File: config.mk
export PLATFORM = sky130hd
export DESIGN_NAME = fault_event_logger_flat
export DESIGN_NICKNAME = d
export VERILOG_FILES = /design/src/rtl/fault_event_logger_if.sv /design/src/rtl/fault_event_logger.sv /design/src/flat_wrapper.sv
export SDC_FILE = /design/constraint.sdc
export NUM_CORES = 1
export LEC_CHECK = 0
export BUFFER_PORTS_ARGS = -buffer_cell sky130_fd_sc_hd__clkbuf_2
export CORE_MARGIN = 2
export CORE_UTILIZATION = 64
export DETAILED_ROUTE_END_ITERATION = 8
export GPL_TIMING_DRIVEN = 0
export PLACE_DENSITY = 0.86
export SYNTH_ARGS = -nofsm -noshare
export SYNTH_HDL_FRONTEND = slang
export SYNTH_SLANG_ARGS = --single-unit
File: constraint.sdc
create_clock -name clk -period 7.98 [get_ports clk]
set_clock_uncertainty 0.15 [all_clocks]
set_input_delay 1.596 -clock clk [delete_from_list [all_inputs] [get_ports clk]]
set_output_delay 1.596 -clock clk [all_outputs]
set_load 0.02 [all_outputs]
File: src/rtl/fault_event_logger_if.sv
// Host-side read port of the fault event logger: FWFT head entry, pop strobe and occupancy.
interface fault_event_logger_if #(
  parameter int DEPTH = 8
);
  localparam int CW = $clog2(DEPTH) + 1;

  logic          rd_en;
  logic          rd_valid;
  logic [2:0]    rd_sev;
  logic [1:0]    rd_chan;
  logic [7:0]    rd_ts;
  logic [CW-1:0] count;

  modport master (
    output rd_en,
    input  rd_valid, rd_sev, rd_chan, rd_ts, count
  );

  modport slave (
    input  rd_en,
    output rd_valid, rd_sev, rd_chan, rd_ts, count
  );
endinterface

File: src/rtl/fault_event_logger.sv
// Turns new non-zero classifier reports into queued events, tracks per-channel peak severity, raises alarm.
// Optional macro FAULT_TIMESTAMP_EN adds an 8-bit free-running timestamp stored with each entry.
module fault_event_logger #(
  parameter int DEPTH       = 8,
  parameter int ALARM_LEVEL = 3
) (
  input  logic                clk,
  input  logic                reset_n,
  input  logic [2:0]          sev_in,
  input  logic [1:0]          chan_in,
  input  logic                clr,
  input  logic [1:0]          clr_chan,
  fault_event_logger_if.slave rd_bus,
  output logic                overflow,
  output logic [11:0]         peak_sev,
  output logic                alarm
);
  localparam int AW = $clog2(DEPTH);
  localparam int CW = AW + 1;

  typedef struct packed {
    logic [2:0] sev;
    logic [1:0] chan;
  } entry_t;

  entry_t        mem [DEPTH];
  logic [AW-1:0] wr_ptr;
  logic [AW-1:0] rd_ptr;
  logic [AW-1:0] rd_idx;
  logic [CW-1:0] count_q;
  logic [4:0]    prev;
  logic [2:0]    peak [4];

  logic [2:0] sev_c;
  logic       evt;
  logic       pop;
  logic       full;
  logic       push;
  logic       drop;

  assign sev_c = (sev_in > 3'd4) ? 3'd4 : sev_in;
  assign evt   = (sev_c != 3'd0) && ({sev_c, chan_in} != prev);
  assign pop   = rd_bus.rd_en && (count_q != '0);
  assign full  = (count_q == CW'(DEPTH));
  assign push  = evt && (!full || pop);
  assign drop  = evt && full && !pop;

  // While empty the slot just behind rd_ptr holds the last popped entry, so the head output holds.
  assign rd_idx = (count_q == '0) ? (rd_ptr - AW'(1)) : rd_ptr;

  always_ff @(posedge clk or negedge reset_n) begin
    if (!reset_n) begin
      wr_ptr   <= '0;
      rd_ptr   <= '0;
      count_q  <= '0;
      prev     <= '0;
      overflow <= 1'b0;
      for (int i = 0; i < DEPTH; i++) mem[i] <= '0;
    end else begin
      prev <= {sev_c, chan_in};
      if (push) begin
        mem[wr_ptr] <= '{sev: sev_c, chan: chan_in};
        wr_ptr      <= wr_ptr + AW'(1);
      end
      if (pop) rd_ptr <= rd_ptr + AW'(1);
      case ({push, pop})
        2'b10:   count_q <= count_q + CW'(1);
        2'b01:   count_q <= count_q - CW'(1);
        default: count_q <= count_q;
      endcase
      if (drop)     overflow <= 1'b1;
      else if (clr) overflow <= 1'b0;
    end
  end

  // An event on the cleared channel wins: the peak restarts at the event severity.
  always_ff @(posedge clk or negedge reset_n) begin
    if (!reset_n) begin
      for (int c = 0; c < 4; c++) peak[c] <= '0;
    end else begin
      for (int c = 0; c < 4; c++) begin
        if (evt && (chan_in == 2'(c))) begin
          if (clr && (clr_chan == 2'(c)))  peak[c] <= sev_c;
          else if (sev_c > peak[c])        peak[c] <= sev_c;
        end else if (clr && (clr_chan == 2'(c))) begin
          peak[c] <= '0;
        end
      end
    end
  end

`ifdef FAULT_TIMESTAMP_EN
  logic [7:0] ts_cnt;
  logic [7:0] ts_mem [DEPTH];

  always_ff @(posedge clk or negedge reset_n) begin
    if (!reset_n) begin
      ts_cnt <= '0;
      for (int i = 0; i < DEPTH; i++) ts_mem[i] <= '0;
    end else begin
      ts_cnt <= ts_cnt + 8'd1;
      if (push) ts_mem[wr_ptr] <= ts_cnt;
    end
  end

  assign rd_bus.rd_ts = ts_mem[rd_idx];
`else
  assign rd_bus.rd_ts = 8'd0;
`endif

  assign rd_bus.rd_valid = (count_q != '0);
  assign rd_bus.rd_sev   = mem[rd_idx].sev;
  assign rd_bus.rd_chan  = mem[rd_idx].chan;
  assign rd_bus.count    = count_q;

  always_comb begin
    alarm = 1'b0;
    for (int c = 0; c < 4; c++) begin
      peak_sev[3*c +: 3] = peak[c];
      if (peak[c] >= 3'(ALARM_LEVEL)) alarm = 1'b1;
    end
  end
endmodule

File: src/flat_wrapper.sv
// flat-port wrapper written by rule: the top's interface ports become plain ports
module fault_event_logger_flat 
#(
  parameter int DEPTH       = 8,
  parameter int ALARM_LEVEL = 3
)
  (clk, reset_n, sev_in, chan_in, clr, clr_chan, overflow, peak_sev, alarm, rd_bus_rd_en, rd_bus_rd_valid, rd_bus_rd_sev, rd_bus_rd_chan, rd_bus_rd_ts, rd_bus_count);
  fault_event_logger_if #(.DEPTH(DEPTH)) rd_bus_i ();
  input  logic clk;
  input  logic reset_n;
  input  logic [2:0] sev_in;
  input  logic [1:0] chan_in;
  input  logic clr;
  input  logic [1:0] clr_chan;
  output logic overflow;
  output logic [11:0] peak_sev;
  output logic alarm;
  input wire logic [$bits(rd_bus_i.rd_en)-1:0] rd_bus_rd_en;
  output wire logic [$bits(rd_bus_i.rd_valid)-1:0] rd_bus_rd_valid;
  output wire logic [$bits(rd_bus_i.rd_sev)-1:0] rd_bus_rd_sev;
  output wire logic [$bits(rd_bus_i.rd_chan)-1:0] rd_bus_rd_chan;
  output wire logic [$bits(rd_bus_i.rd_ts)-1:0] rd_bus_rd_ts;
  output wire logic [$bits(rd_bus_i.count)-1:0] rd_bus_count;
  assign rd_bus_i.rd_en = rd_bus_rd_en;
  assign rd_bus_rd_valid = rd_bus_i.rd_valid;
  assign rd_bus_rd_sev = rd_bus_i.rd_sev;
  assign rd_bus_rd_chan = rd_bus_i.rd_chan;
  assign rd_bus_rd_ts = rd_bus_i.rd_ts;
  assign rd_bus_count = rd_bus_i.count;
  fault_event_logger #(.DEPTH(DEPTH), .ALARM_LEVEL(ALARM_LEVEL)) u_core (.clk(clk), .reset_n(reset_n), .sev_in(sev_in), .chan_in(chan_in), .clr(clr), .clr_chan(clr_chan), .rd_bus(rd_bus_i), .overflow(overflow), .peak_sev(peak_sev), .alarm(alarm));
endmodule
Yosys cells after proc, flatten, opt, wreduce, memory -nomap -nowiden
Index checks and enable logic that the tools add are counted.
Widths: inputs -> output; s select.
{"block": "totals", "regBits": 68, "inputBits": 11, "out_inout_bits": 32, "elab_cells": 121}
{"block": "classes", "n_addsub": 5, "n_lt_le_gt_ge": 12, "eq_ne": 10, "muxes": 31, "n_bitwise": 2, "reduce_logical": 36}
{"cell": "$mux 3", "n": 18}
{"cell": "$bwmux 40", "n": 1}
{"cell": "$reduce_bool 2->1", "n": 10}
{"cell": "$bmux 5 s3", "n": 1}
{"cell": "$demux 5 s3", "n": 1}
{"cell": "$mux 5", "n": 3}
{"cell": "$logic_and 1x1->1", "n": 14}
{"cell": "$ge 3x2->1 const B", "n": 4}
{"cell": "$gt 3x3->1", "n": 4}
{"cell": "$eq 2x2->1 const B", "n": 5}
{"cell": "$ge 4x4->1 const B", "n": 2}
{"cell": "$not 3->4", "n": 2}
{"cell": "$pmux 4 s2", "n": 1}
{"cell": "$reduce_and 2->1", "n": 4}
{"cell": "$add 3x1->3 const B", "n": 2}
{"cell": "$eq 2x1->1 const B", "n": 3}
{"cell": "$mux 1", "n": 6}
{"cell": "$ne 5x5->1", "n": 1}
{"cell": "$add 4x1->4 const B", "n": 1}
{"cell": "$eq 4x4->1 const B", "n": 1}
{"cell": "$logic_not 2->1", "n": 2}
{"cell": "$logic_not 4->1", "n": 1}
{"cell": "$lt 4x1->1 const B", "n": 1}
{"cell": "$reduce_bool 4->1", "n": 1}
{"cell": "6 further kinds", "n": 7}

Depth between registers and ports, before layout
Gate-level depths: netlist (run 1).
{"block": "logic_depth", "ltp_word": 7, "depth_mapped": 12, "mapped_depth_nobuf": 11}

Worst setup path before layout (run 1)
Ideal clock, no wire load.
{"block": "synth_path", "kind": "reg-to-output", "start": "reg u_core.rd_ptr[1]", "end": "out rd_bus_rd_chan[0]", "t_arrival_ps": 2674, "required_ps": 6234, "path_slack_ps": 3560, "stages_incl_launch_ff": 8, "n_path_buf": 1, "path_cell_list": "dfrtp_1 buf_1 inv_1 ha_1 xor2_2 mux4_2 a22oi_1 nand3_1"}
{"block": "synth_via", "elab_chain_len": 6}
{"item": "start: declaration", "line": "fault_event_logger.sv:28", "source": "logic [AW-1:0] rd_ptr;"}
{"item": "start signal: assignment", "line": "fault_event_logger.sv:65", "source": "if (pop) rd_ptr <= rd_ptr + AW'(1);"}
{"item": "$sub 3x1->3", "line": "fault_event_logger.sv:49", "source": "assign rd_idx = (count_q == '0) ? (rd_ptr - AW'(1)) : rd_ptr;"}
{"item": "$mux 3 *", "line": "fault_event_logger.sv:49"}
{"item": "$not 3->4 (implied by the code) *", "line": "fault_event_logger.sv:113", "source": "assign rd_bus.rd_chan = mem[rd_idx].chan;"}
{"item": "$bmux 5 s3 *", "line": "fault_event_logger.sv:113"}
{"item": "$mux 5 * (2 in a row)"}
{"item": "end: declaration", "line": "flat_wrapper.sv:21", "source": "output wire logic [$bits(rd_bus_i.rd_chan)-1:0] rd_bus_rd_chan;"}
Every way passes the cells marked *; elsewhere a longest branch is shown, timed or not. The select of a mux whose other input is x is not followed.

Final worst setup path (run 1)
Same ends and word-level chain as after synthesis.

==> impl_results.md, run 1 <==
* Cell mode on critical path: buf_1
* Leak at 2.04 nW
* Final Setup Violations at 0
* CP arrival at 3.61 ns
* Critical path endpoint category: output port
* Layout cells sized above 1 at between 20% and 30%
* CP Class: flip-flop to output port
* GRT busiest layer: met2
* Fin area at 4600 um^2
* Status: finished, final reports clean
* Synth cell types at 51
* Largest net degree at the start of global routing at 69
* Row Count at 29
* First-pass GRT wire length at around 15000 um
* DIE AREA at between 7000 and 8000 um^2
* Post-layout util at 73.4%
* Nets at 416
* Most used flip-flop cell after synthesis: dfrtp_1
* Least-Margin Pin Slew at between 0.7 and 0.8 ns
* Grt total ovfl at 0
* RSZ-0062 raised after global routing: false
* Max-slew violations at 0
* Hold Path Class: flip-flop to flip-flop
* Post-CTS resize count at 0
* CP peak stage delay at 0.63 ns
* Commonest non-fill, non-tap cell in the layout: dfrtp_1
* Placed Area at 4420 um^2
* Seq/Total Area, Yosys at 41.6%
* Maxcap violations at 0
* Initial DRT Pass Iterations at 4
* Yosys reg bits at about 70
* GRT Overall Usage at 28.2%
* Peak Freq at 0.187 GHz
* Grt met1 use at 37.4%
* Peak supply drop at between 0.2 and 0.3 mV
* Met3 GRT Util at 4.85%
* Core area at roughly 6300 um^2
* Grt met2 use at 46.3%
* IO Pins at 43
* Post-CTS Setup Repair Bufs at 0
* Crit path cell chain: buf_1 -> inv_1 -> ha_1 -> clkbuf_1 -> buf_1 -> mux4_2 -> a22oi_1 -> nand3_1 -> clkbuf_2
* Async S/R FF share, synth at 100%
* Power Density at about 420 nW/um^2
* Worst rel slew slack at 47.3%
* GP Congestion at 0.816
* Post-route ant nets at 0
* Slowest CP cell: buf_1
* Period utilization at 67.2%
* Critical path data required time at 6.23 ns
* Worst Path Max Fanout at 10
* Wirelength, routed at ~9100 um
* CP startpoint kind: flip-flop
* Layout area overhead at 12.5%
* H-tree lvl count at 3
* DIE WIDTH at 84.0 um
* Vias at 2937
* DRC at 0
* Clock-pin slew on the worst setup and hold paths at 0.07 ns
* DRT iter0 DRCs at 254
* Hold-fix buffers at CTS at 0
* Clock Tree Buf Depth at 2
* Yosys warnings at 0
* I/O Buffers at 34
* Number of global-route vias before repair at 3025
* Inserted Diodes at 0
* Initial antenna violation count at 0
* WL per Instance at 19.4 um
* Final Hold Vio Count at 0
* Syn avg cell area at ~12 um^2
* Cell Area, Synth at 4090 um^2
* Worst-Skew Late Latency at 0.35 ns
* Commonest non-fill, non-tap cells in the layout: dfrtp_1, mux2_1, clkbuf_2, nand2_1, nand3_1
* Mapped Cells at roughly 330
* Cts bufs inserted at 9
* HPWL Detailed at 6390 um
* Vias per Instance at 6.28
* EDFF count, synth at 0
* Die height at between 80 and 90 um
* CTS tree: done
* Root Buffer: clkbuf_8
* Fin crit period at 5.36 ns
* Starting density of the core at 65.2%
* Num Clock Sinks at 68
* Setup TNS Final at 0 ns
## synth_stat cells, drive strengths merged (3+ instances only)
master / instances / area share (%)
mux2: 43 / 12
xor2: 6 / 1.5
buf: 14 / 2.2
a32o: 3 / 0.73
nand2b: 3 / 0.46
a31oi: 3 / 0.83
mux4: 17 / 9.4
mux2i: 6 / 1.5
xnor2: 8 / 1.7
nand3b: 3 / 0.55
nor2b: 4 / 0.61
clkbuf: 8 / 0.76
nor4b: 4 / 2.3
inv: 20 / 1.8
o22ai: 12 / 1.8
o21a: 4 / 0.73
nand3: 19 / 2.3
nor2: 9 / 1.0
nand2: 20 / 1.8
nor3: 4 / 0.49
o21ai: 5 / 0.61
nor4: 8 / 2.7
a22oi: 6 / 1.1
dfrtp: 68 / 42
a2111o: 3 / 0.83
ha: 18 / 5.5
## logic make-up (layout without fill, tap and decap cells)
group / Yosys count / after routing / synth area share, %
AOI/OAI and AO/OA: 45 / 45 / 8.28
adders and majority gates: 18 / 18 / 5.50
other: 1 / 8 / 0.0916
buffers and inverters: 42 / 92 / 4.83
xor gates and xnor gates: 14 / 14 / 3.18
and+or+nand+nor: 80 / 80 / 13.4
muxes: 66 / 66 / 23.1
DFF: 68 / 68 / 41.6
## state kept, by name, summed over array words and instances (netlist names)
signal / cells
u_core.rd_ptr: 3
u_core.wr_ptr: 3
u_core.rd_bus.count: 4
u_core.mem: 40
u_core.prev: 5
u_core.peak_sev: 12
u_core.overflow: 1
## report_power, final
part	switching (mW)	internal, mW
clock network	0.128	0.145
logic	0.521	0.489
registers	0.140	0.495
## per-layer routing
layer | share of wire, % | routed length (um)
met1 | 45 | 4060
met2 | 50 | 4500
met3 | 3.7 | 340
met4 | 1.9 | 172
met5 | 0 | 0
## worst max-delay path: cells and delay by family (launching register included)
family / cells / cell delay [ns]
compound gates: 1 / 0.17
simple gates: 1 / 0.10
fa+ha+maj: 1 / 0.33
flops: 1 / 0.46
buf+inv: 5 / 1.78
mux: 1 / 0.42
## path summary, 6_finish.rpt
path	startpoint	end	slack [ns]	cells past startpoint
setup / recovery	u_core.rd_ptr[1]	rd_bus_rd_chan[0]	2.62	9
min in group asynchronous	reset_n	u_core.mem[37]	1.11	2
hold / removal	u_core.mem[23]	u_core.mem[23]	0.36	1
setup reg to reg	u_core.prev[2]	u_core.rd_bus.count[2]	4.83	11
hold reg to reg	u_core.mem[23]	u_core.mem[23]	0.36	1
max in group asynchronous	reset_n	u_core.mem[34]	6.28	2
## final cells by class
cell class / count / area [um^2]
fillers: 426 / 1670
clock inverters: 1 / 5.00
clock buffers: 14 / 183
well taps: 77 / 96.3
inverters: 20 / 75.1
flip-flops and latches: 68 / 1700
plain buffers: 22 / 123
multi-input cells: 231 / 2220
repair buffers: 35 / 200
## stage by stage
stage          hold slack, ns  power [mW]  setup slack (ns)  cells
3_3_place_gp            0.330        1.57              3.10    452
4_1_cts                 0.352        1.92              2.60    468
3_5_place_dp            0.336        1.64              3.00    453
2_1_floorplan           0.309        1.38              3.56    341
6_report                0.356        1.92              2.62    468
5_1_grt                 0.379        2.04              2.31    468
(Power assumes the default switching activity.)
==> inputs of run 2 (changes only) <==
--- a/config.mk
+++ b/config.mk
@@ -7,10 +7,10 @@
 export LEC_CHECK = 0
 export BUFFER_PORTS_ARGS = -buffer_cell sky130_fd_sc_hd__clkbuf_2
 export CORE_MARGIN = 2
-export CORE_UTILIZATION = 64
+export CORE_UTILIZATION = 54
 export DETAILED_ROUTE_END_ITERATION = 8
 export GPL_TIMING_DRIVEN = 0
-export PLACE_DENSITY = 0.86
+export PLACE_DENSITY = 0.77
 export SYNTH_ARGS = -nofsm -noshare
 export SYNTH_HDL_FRONTEND = slang
 export SYNTH_SLANG_ARGS = --single-unit
==> constraint.sdc (replaced) <==
create_clock -name clk -period 4.73 [get_ports clk]
set_clock_uncertainty 0.15 [all_clocks]
set_input_delay 0.946 -clock clk [delete_from_list [all_inputs] [get_ports clk]]
set_output_delay 0.946 -clock clk [all_outputs]
set_load 0.02 [all_outputs]
==> run 2 against run 1 <==
- worst hold slack worse by 0.0042 ns
- die area is 18% higher
- via count is 2.2% lower
- sequential cell count stayed put
- sequential share of layout area is 0.35 points lower
- first-iteration DRC count is 39% lower
- sequential power is 67% higher
- final cell count is 4.9% higher
- total power is 69% higher
- clock power is 79% higher
- setup slack worse by 2.3 ns
==> impl_results.md, run 2 (synthesis results as in run 1) <==
* Status: finished, final reports clean
* Row Count at 31 (+6.9%)
* H-tree lvl count at 3 (unchanged)
* WL per Instance at 17.6 um (-9.2%)
* Nets at 416 (unchanged)
* Non-filler cells in the finished layout at 491 (+4.9%)
* CP arrival at 3.31 ns (-0.30 ns)
* RSZ-0062 raised after global routing: false
* I/O Buffers at 34 (unchanged)
* Inserted Diodes at 0 (unchanged)
* Power Density at 696 nW/um^2 (+67%)
* Critical path data required time at 3.63 ns (-2.60 ns)
* Clock Tree Buf Depth at 2 (unchanged)
* Most flops, register: u_core.mem
* Core area at 7290 um^2 (+16%)
* GRT Overall Usage at 22.5% (-5.7 points)
* Max-slew violations at 0 (unchanged)
* Root Buffer: clkbuf_8
* HPWL Detailed at 6340 um (-0.79%)
* Setup TNS Final at 0 ns (unchanged)
* Worst path buffer plus inverter count at 5 (unchanged)
* CP peak stage delay at 0.52 ns (-0.11 ns)
* Layout cells sized above 1 at 26.0% (+0.44 points)
* Crit path from: u_core.rd_ptr[1]
* Worst Path Max Fanout at 10 (unchanged)
* Filler cell count at 618 (+45%)
* Wirelength, routed at 8640 um (-4.7%)
* Starting density of the core at 56.1% (-9.1 points)
* R2r startpoint: u_core.prev[2]
* Peak Freq at between 0.2 and 0.25 GHz
* Fin crit period at 4.41 ns
* Maxcap violations at 0 (unchanged)
* Slowest CP cell: buf_1
* DR WL met2 at 4150 um (-7.8%)
* CP top delay family: buffers and inverters
* Hold Path Class: primary input to async pin
* Commonest non-fill, non-tap cell in the layout: dfrtp_1
* Peak supply drop at 0.279 mV (+6.2%)
* Largest register FFs at 40 (unchanged)
* Die height at 91.1 um (+8.4%)
* Num Clock Sinks at 68 (unchanged)
* Initial antenna violation count at 0 (unchanged)
* Cts bufs inserted at 9 (unchanged)
* DIE AREA at 8290 um^2 (+18%)
* Critical path endpoint category: output port
* Clock-pin slew on the worst setup and hold paths at 0.07 ns (about the same)
* Number of global-route vias before repair at 2883 (-4.7%)
* Hold-fix buffers at CTS at 0 (unchanged)
* Commonest non-fill, non-tap cells in the layout: dfrtp_1, mux2_1, clkbuf_2, nand2_1, nand3_1
* Final Setup Violations at 0 (unchanged)
* DRT iter0 DRCs at 156 (-39%)
* Initial DRT Pass Iterations at 6 (+2)
* GP Congestion at 0.837 (+2.6%)
* DRC at 0 (unchanged)
* Vias per Instance at 5.85 (-6.8%)
* Leak at 2.05 nW (+0.34%)
* CP startpoint kind: flip-flop
* Grt total ovfl at 0 (unchanged)
* Final Hold Vio Count at 0 (unchanged)
* Crit path cell chain: buf_2 -> inv_1 -> ha_1 -> clkbuf_1 -> buf_1 -> mux4_2 -> a22oi_1 -> nand3_1 -> clkbuf_2
* Post-route ant nets at 0 (unchanged)
* Vias at 2871 (-2.2%)
* Largest net degree at the start of global routing at 52 (-25%)
* Setup WS pre-CTS at 0.292 ns (-2.70 ns)
* First-pass GRT wire length at 14700 um (-4.6%)
* Met3 wire length at 447 um (+31%)
* Period utilization at 93.1%
* Routed length on met1 at 3950 um (-2.7%)
* DIE WIDTH at 91.1 um (+8.4%)
* CP Class: flip-flop to output port
* IO Pins at 43 (unchanged)
* Layout area overhead at 13.5%
* Worst rel slew slack at 48.6% (+1.3 points)
* Final critical-path setup slack at 0.324 ns (-2.30 ns)
* DP Cell Count at 475 (+4.9%)
* Post-CTS Setup Repair Bufs at 0 (unchanged)
* Highest metal used: met4
* CTS tree: done
* Worst-Skew Late Latency at 0.34 ns (about the same)
* Least-Margin Pin Slew at 0.770 ns (-0.0200 ns)
[run 2: layout make-up]
cell class              instances  area (um^2)  area share [%]
well taps                      99          124            2.66
plain buffers                  22          124            2.66
clock inverters                 4         47.5            1.02
repair buffers                 35          200            4.31
inverters                      20         75.1            1.62
multi-input cells             231         2220            47.8
flip-flops and latches         68         1700            36.6
clock buffers                  12          155            3.34
[run 2: what timing repair did]
item                                    CTS  global route
endpoints found under the setup margin    4             0
resized for setup                         1             0
endpoints found under the hold margin     0             0
[run 2: through the flow]
step / hold WS, ns / total power [mW] / cell area [um^2] / utilization, %
after floorplan: 0.309 / 2.33 / 4120 / -
after global placement: 0.324 / 2.69 / 4410 / 60.5
after detailed placement: 0.332 / 2.76 / 4440 / 60.9
after CTS: 0.349 / 3.25 / 4650 / 63.7
after global routing: 0.350 / 3.46 / 4650 / 63.7
final: 0.352 / 3.23 / 4650 / 63.7
[run 2: power breakdown]
part	switching, mW	internal [mW]
registers	0.222	0.834
clock network	0.218	0.271
logic	0.864	0.824
[run 2: path summary, 6_finish.rpt]
| kind | end | slack, ns | depth (start not counted) |
|---|---|---|---|
| min | u_core.mem[20] | 0.35 | 1 |
| max | rd_bus_rd_sev[0] | 0.32 | 9 |
| max in group asynchronous | u_core.rd_bus.count[3] | 3.54 | 2 |
| min in group clk | u_core.mem[6] | 0.36 | 1 |
| min reg2reg | u_core.mem[6] | 0.36 | 1 |
| max reg2reg | u_core.rd_bus.count[2] | 1.63 | 11 |
[run 2: metal layers]
layer | up-vias | global-route usage [%]
met4 | 0 | 4.92
met5 | - | 0
met3 | 12 | 6.06
met2 | 79 | 36.9
met1 | 1442 | 30.2
li1 | 1338 | -
